[src/rtl/max_red_pkg.sv]
// Shared definitions for the pipelined argmax tree: tie rule, width helpers and the
// reference node record used when documenting the tree.
package max_red_pkg;

    // Equal values resolve to the lower-index (left) child.
    localparam bit TIE_LOW_IDX = 1'b1;

    // Widths of the default 16-lane, 5-bit configuration.
    localparam int unsigned DEF_DATA_W = 5;
    localparam int unsigned DEF_IDX_W  = 4;

    // Field order matches the packed node vectors used by max_red_node.
    typedef struct packed {
        logic                  valid;
        logic [DEF_DATA_W-1:0] value;
        logic [DEF_IDX_W-1:0]  idx;
    } node_t;

    function automatic int unsigned clog2(input int unsigned n);
        int unsigned r;
        r = 0;
        for (int unsigned v = 1; v < n; v = v << 1) begin
            r++;
        end
        return r;
    endfunction

    function automatic int unsigned node_w(input int unsigned data_w, input int unsigned idx_w);
        return 1 + data_w + idx_w;
    endfunction

endpackage

[src/rtl/max_red_node.sv]
// Combinational compare-select of two argmax nodes; left input covers the lower lanes.
module max_red_node
    import max_red_pkg::*;
#(
    parameter int unsigned DATA_W = 5,
    parameter int unsigned IDX_W  = 4,
    localparam int unsigned NODE_W = 1 + DATA_W + IDX_W
) (
    input  logic [NODE_W-1:0] a,
    input  logic [NODE_W-1:0] b,
    output logic [NODE_W-1:0] y
);

    typedef struct packed {
        logic              valid;
        logic [DATA_W-1:0] value;
        logic [IDX_W-1:0]  idx;
    } lnode_t;

    lnode_t na;
    lnode_t nb;
    lnode_t ny;
    logic   pick_a;
    logic   a_wins;

    assign na = a;
    assign nb = b;

    always_comb begin
        a_wins = TIE_LOW_IDX ? (na.value >= nb.value) : (na.value > nb.value);
        pick_a = na.valid && (!nb.valid || a_wins);
        ny       = pick_a ? na : nb;
        ny.valid = na.valid | nb.valid;
        if (!ny.valid) begin
            ny.value = '0;
            ny.idx   = '0;
        end
    end

    assign y = ny;

endmodule

[src/rtl/max_reduction_pipe.sv]
// Pipelined argmax tree: one register level per tree level, global stall enable.
// Optional sideband tag carried with each beat when MAX_RED_TAG_EN is defined.
module max_reduction_pipe
    import max_red_pkg::*;
#(
    parameter int unsigned N_IN   = 16,
    parameter int unsigned DATA_W = 5,
    parameter int unsigned IDX_W  = clog2(N_IN),
    parameter int unsigned TAG_W  = 8
) (
    input  logic                   clk,
    input  logic                   rst_n,
    input  logic                   in_valid,
    output logic                   in_ready,
    input  logic [N_IN*DATA_W-1:0] in_data,
    input  logic [N_IN-1:0]        in_mask,
    output logic                   out_valid,
    input  logic                   out_ready,
    output logic [DATA_W-1:0]      out_max,
    output logic [IDX_W-1:0]       out_idx,
    output logic                   out_any
`ifdef MAX_RED_TAG_EN
    ,
    input  logic [TAG_W-1:0]       in_tag,
    output logic [TAG_W-1:0]       out_tag
`endif
);

    localparam int unsigned L      = clog2(N_IN);
    localparam int unsigned NODE_W = node_w(DATA_W, IDX_W);

    typedef struct packed {
        logic              valid;
        logic [DATA_W-1:0] value;
        logic [IDX_W-1:0]  idx;
    } lnode_t;

    if (N_IN < 2 || N_IN > 64 || (N_IN & (N_IN - 1)) != 0 || IDX_W != clog2(N_IN)
        || TAG_W == 0) begin : g_bad_cfg
        $error("max_reduction_pipe: unsupported parameter combination");
    end

    logic          en;
    logic          accept;
    logic [L-1:0]  vld_q;
    lnode_t        root;

    // Heap layout: node j has children 2j and 2j+1; node 1 is the root register.
    logic [NODE_W-1:0] leaf   [N_IN];
    logic [NODE_W-1:0] node_d [1:N_IN-1];
    logic [NODE_W-1:0] node_q [1:N_IN-1];

    assign en       = !out_valid || out_ready;
    assign in_ready = en;
    assign accept   = in_valid && en;

    // Bubbles enter as all-zero leaves so idle stages never carry stale data.
    for (genvar i = 0; i < N_IN; i++) begin : g_leaf
        lnode_t lf;
        always_comb begin
            lf = '0;
            if (accept && in_mask[i]) begin
                lf.valid = 1'b1;
                lf.value = in_data[i*DATA_W +: DATA_W];
                lf.idx   = IDX_W'(i);
            end
        end
        assign leaf[i] = lf;
    end

    for (genvar j = 1; j < N_IN; j++) begin : g_node
        logic [NODE_W-1:0] a;
        logic [NODE_W-1:0] b;
        if (2 * j >= N_IN) begin : g_from_leaf
            assign a = leaf[2*j - N_IN];
            assign b = leaf[2*j + 1 - N_IN];
        end else begin : g_from_reg
            assign a = node_q[2*j];
            assign b = node_q[2*j + 1];
        end
        max_red_node #(
            .DATA_W (DATA_W),
            .IDX_W  (IDX_W)
        ) u_node (
            .a (a),
            .b (b),
            .y (node_d[j])
        );
    end

    always_ff @(posedge clk or negedge rst_n) begin
        if (!rst_n) begin
            for (int j = 1; j < N_IN; j++) begin
                node_q[j] <= '0;
            end
            vld_q <= '0;
        end else if (en) begin
            for (int j = 1; j < N_IN; j++) begin
                node_q[j] <= node_d[j];
            end
            vld_q[0] <= accept;
            for (int k = 1; k < L; k++) begin
                vld_q[k] <= vld_q[k-1];
            end
        end
    end

    assign root      = node_q[1];
    assign out_valid = vld_q[L-1];
    assign out_max   = root.value;
    assign out_idx   = root.idx;
    assign out_any   = root.valid;

`ifdef MAX_RED_TAG_EN
    logic [TAG_W-1:0] tag_q [L];

    always_ff @(posedge clk or negedge rst_n) begin
        if (!rst_n) begin
            for (int k = 0; k < L; k++) begin
                tag_q[k] <= '0;
            end
        end else if (en) begin
            tag_q[0] <= accept ? in_tag : '0;
            for (int k = 1; k < L; k++) begin
                tag_q[k] <= tag_q[k-1];
            end
        end
    end

    assign out_tag = tag_q[L-1];
`endif

endmodule

[config.mk]
export PLATFORM = sky130hd
export DESIGN_NAME = max_reduction_pipe
export DESIGN_NICKNAME = d
export VERILOG_FILES = /design/src/rtl/max_red_pkg.sv /design/src/rtl/max_red_node.sv /design/src/rtl/max_reduction_pipe.sv
export SDC_FILE = /design/constraint.sdc
export NUM_CORES = 1
export LEC_CHECK = 0
export ABC_AREA = 1
export CORE_ASPECT_RATIO = 0.8
export CORE_MARGIN = 5
export CORE_UTILIZATION = 55
export DETAILED_ROUTE_END_ITERATION = 12
export PLACE_DENSITY = 0.9
export RECOVER_POWER = 50
export SLEW_MARGIN = 25
export SYNTH_ARGS = -nofsm -noshare
export SYNTH_HDL_FRONTEND = slang
export SYNTH_SLANG_ARGS = --single-unit
[constraint.sdc]
create_clock -name clk -period 2.66 [get_ports clk]
set_input_delay 0.399 -clock clk [delete_from_list [all_inputs] [get_ports clk]]
set_output_delay 0.399 -clock clk [all_outputs]
set_load 0.03 [all_outputs]
==> summary.txt <==
Routing
  • Drt pass-1 iters: 6
  • Drt wl/cell: 13.0 um
  • Via density: 5.08
  • Routed wire length: 21200 um
  • DR vias: 8255
  • Post-route DRC: 0
  • Initial DRC count: 616
  • Routed Antenna Nets: 0

Logic synthesis
  • Cell area after synthesis: 8620 sq um
  • Cell variety after synth: 26
  • Post-Syn Nets: 1427
  • Sequential share of the synthesized area: 36.0%
  • Ys Warns: 0
  • Avg Synthesized Cell Area: 6.88 sq um
  • #FFs+latches synth: 124
  • Synthesized instance count: 1252

Clock tree
  • Clock Sinks: 124
  • Clock Root Buffer: clkbuf_16
  • Total CTS buffers: 17
  • CTS resizes: 0
  • Cts hold-fix bufs: 0
  • Max Root-Sink Buffers: 2
  • Post-CTS Setup Repair Bufs: 0
  • Skew-Pair Late Insertion Delay: 0.41 ns
  • CTS H-tree lvls: 4
  • Clock slew at reported path FFs: 0.06 ns
  • CTS tree: done

Global route
  • Initial antenna violation count: 0
  • GRT Total Usage: 23.8%
  • Vias in the first global route: 7909
  • GR Overflow Total: 0
  • Pin count of the biggest net entering global routing: 61
  • First-pass GRT wire length: 35900 um

Floorplanning
  • Die Span X: 150 um
  • FP Rows: 40
  • IO Pins: 112
  • Die Ht: 122 um
  • CORE AREA: 15200 sq um
  • Die area: 18300 sq um
  • Initial Utilization: 56.6%

Run status
  • Run status: complete, no violations

STA
  • Worst-Margin Slew: 1.24 ns
  • Final Max Tran Viols: 0
  • RSZ-0062 raised after global routing: false
  • Post-route setup slack: 0.292 ns
  • Setup TNS: 0 ns
  • Slew margin rel.: 17.4%
  • Hold slack: 0.248 ns
  • Final Hold Viols: 0
  • Tcrit/Tclk final: 89.0%
  • # setup viols final: 0
  • Fin crit period: 2.37 ns
  • Fin Clk Skew: 0.0106 ns
  • Fmax: 0.422 GHz

Finish
  • Layout cells sized above 1: 7.63%
  • Commonest non-fill, non-tap cell in the layout: nand2_1
  • Most frequent cells in the layout: 387 x nand2_1, 288 x inv_1, 182 x nand3_1, 124 x dfrtp_1, 109 x clkdlybuf4s50_1
  • Finished Layout Cells: 1625
  • Fin util: 70.9%
  • N_diodes: 0
  • P&R area growth vs syn: 25.3%
  • Fin area: 10800 sq um
  • Layout net count: 1579

Worst setup path
  • R2R cell count: 13
  • Crit start category: input pin
  • CP endpoint kind: flip-flop
  • Worst path arrival time: 2.67 ns
  • Worst-path fanout max: 10
  • Critical Path Max Stage Delay: 0.50 ns
  • Critical Path RT: 2.96 ns
  • Worst Path Buf+Inv: 3
  • Cell chain of the critical path: clkdlybuf4s50_1, buf_12, nand2_4, nor2_4, inv_1, nor2_1, ha_1, a21o_1, nor2_1, nand2_1, nand2_2, nand2_1, nand2_1, nand2_1
  • Delay-heaviest family, CP: simple AND/OR/NAND/NOR gates
  • Cell repeated most along the worst path: nand2_1
  • Type of the worst setup path: in -> reg
  • Cell count along the critical path: 14
  • Flop-to-flop setup slack: 0.41 ns
  • Worst-path cell with the longest stage delay: clkdlybuf4s50_1

Place
  • Dpl cells: 1595
  • Port bufs: 111
  • Cell Area, Placed: 10200 sq um
  • Dpl hpwl: 15900 um
  • Gp weighted congestion: 0.887
  • DP Worst Slack: -0.103 ns

Pwr
  • Leak Pwr: 6.12 nW
  • PD cells: 925 nW/um^2
  • Maximum VDD drop: 0.508 mV
  • PnR Total Power: 9.98 mW

Hold path
  • Hold crit path type: in -> async

Flow run
  • Max-Cap Viols: 0
[Yosys cell counts, drive strengths merged]
master	instances	area [sq um]
o211ai	8	60.1
clkbuf	3	11.3
ha	75	938
nand4	1	6.26
nand3	191	1040
buf	21	126
o21ai	20	100
a21o	9	67.6
nand2	397	1520
inv	289	1080
dfrtp	124	3100
a21oi	15	124
nor2	96	413
o21bai	3	22.5
[registers in the layout, summed over array words and instances, names as in the netlist]
name and count:
g_node.b 56, g_node.a 54, root 10, vld_q 4
[final timing paths]
path                           from             end
setup reg to reg           vld_q[3]  g_node[5].a[7]
setup / recovery           in_valid  g_node[5].a[7]
hold / removal                rst_n  g_node[4].a[7]
hold reg to reg            vld_q[2]        vld_q[3]
max in group asynchronous     rst_n  g_node[3].a[7]
min in group clk           vld_q[2]        vld_q[3]
[cells by family after synthesis]
logic type | Yosys count | share of synthesized area, %
fa+ha+maj | 75 | 10.9
flops | 124 | 36.0
compound gates | 55 | 4.34
simple gates | 685 | 34.6
buf+inv | 313 | 14.2
[power breakdown]
| group | internal, mW | switching, mW | leakage, nW | total (mW) |
|---|---|---|---|---|
| combinational | 1.66 | 2.91 | 4.26 | 4.56 |
| clock | 1.50 | 0.807 | 0.286 | 2.31 |
| sequential | 2.58 | 0.528 | 1.58 | 3.11 |
[per-layer routing]
layer	routed length [um]	vias up	track usage, %	share of wire, %
li1	-	4124	-	-
met3	1500	61	4.65	7.1
met4	516	0	8.06	2.4
met2	9610	329	38.1	45
met5	0	-	0	0
met1	9530	3741	32.6	45
[cell type report]
cell class,instances,area [sq um]
inverters,289,1080
repair buffers,157,1470
clock buffers,22,464
fillers,1212,4420
flip-flops and latches,124,3100
well taps,210,263
clock inverters,8,118
multi-input cells,815,4290
[worst register-to-register path, stage by stage, from the launching register on]
cell and delay, ns:
dfrtp_1 0.38, nand2_2 0.16, nand2_4 0.20, nor2_4 0.16, inv_1 0.12, nor2_1 0.12, ha_1 0.25, a21o_1 0.16
nor2_1 0.09, nand2_1 0.16, nand2_2 0.16, nand2_1 0.06, nand2_1 0.07, nand2_1 0.05
Power figures use the tool's default switching activity.
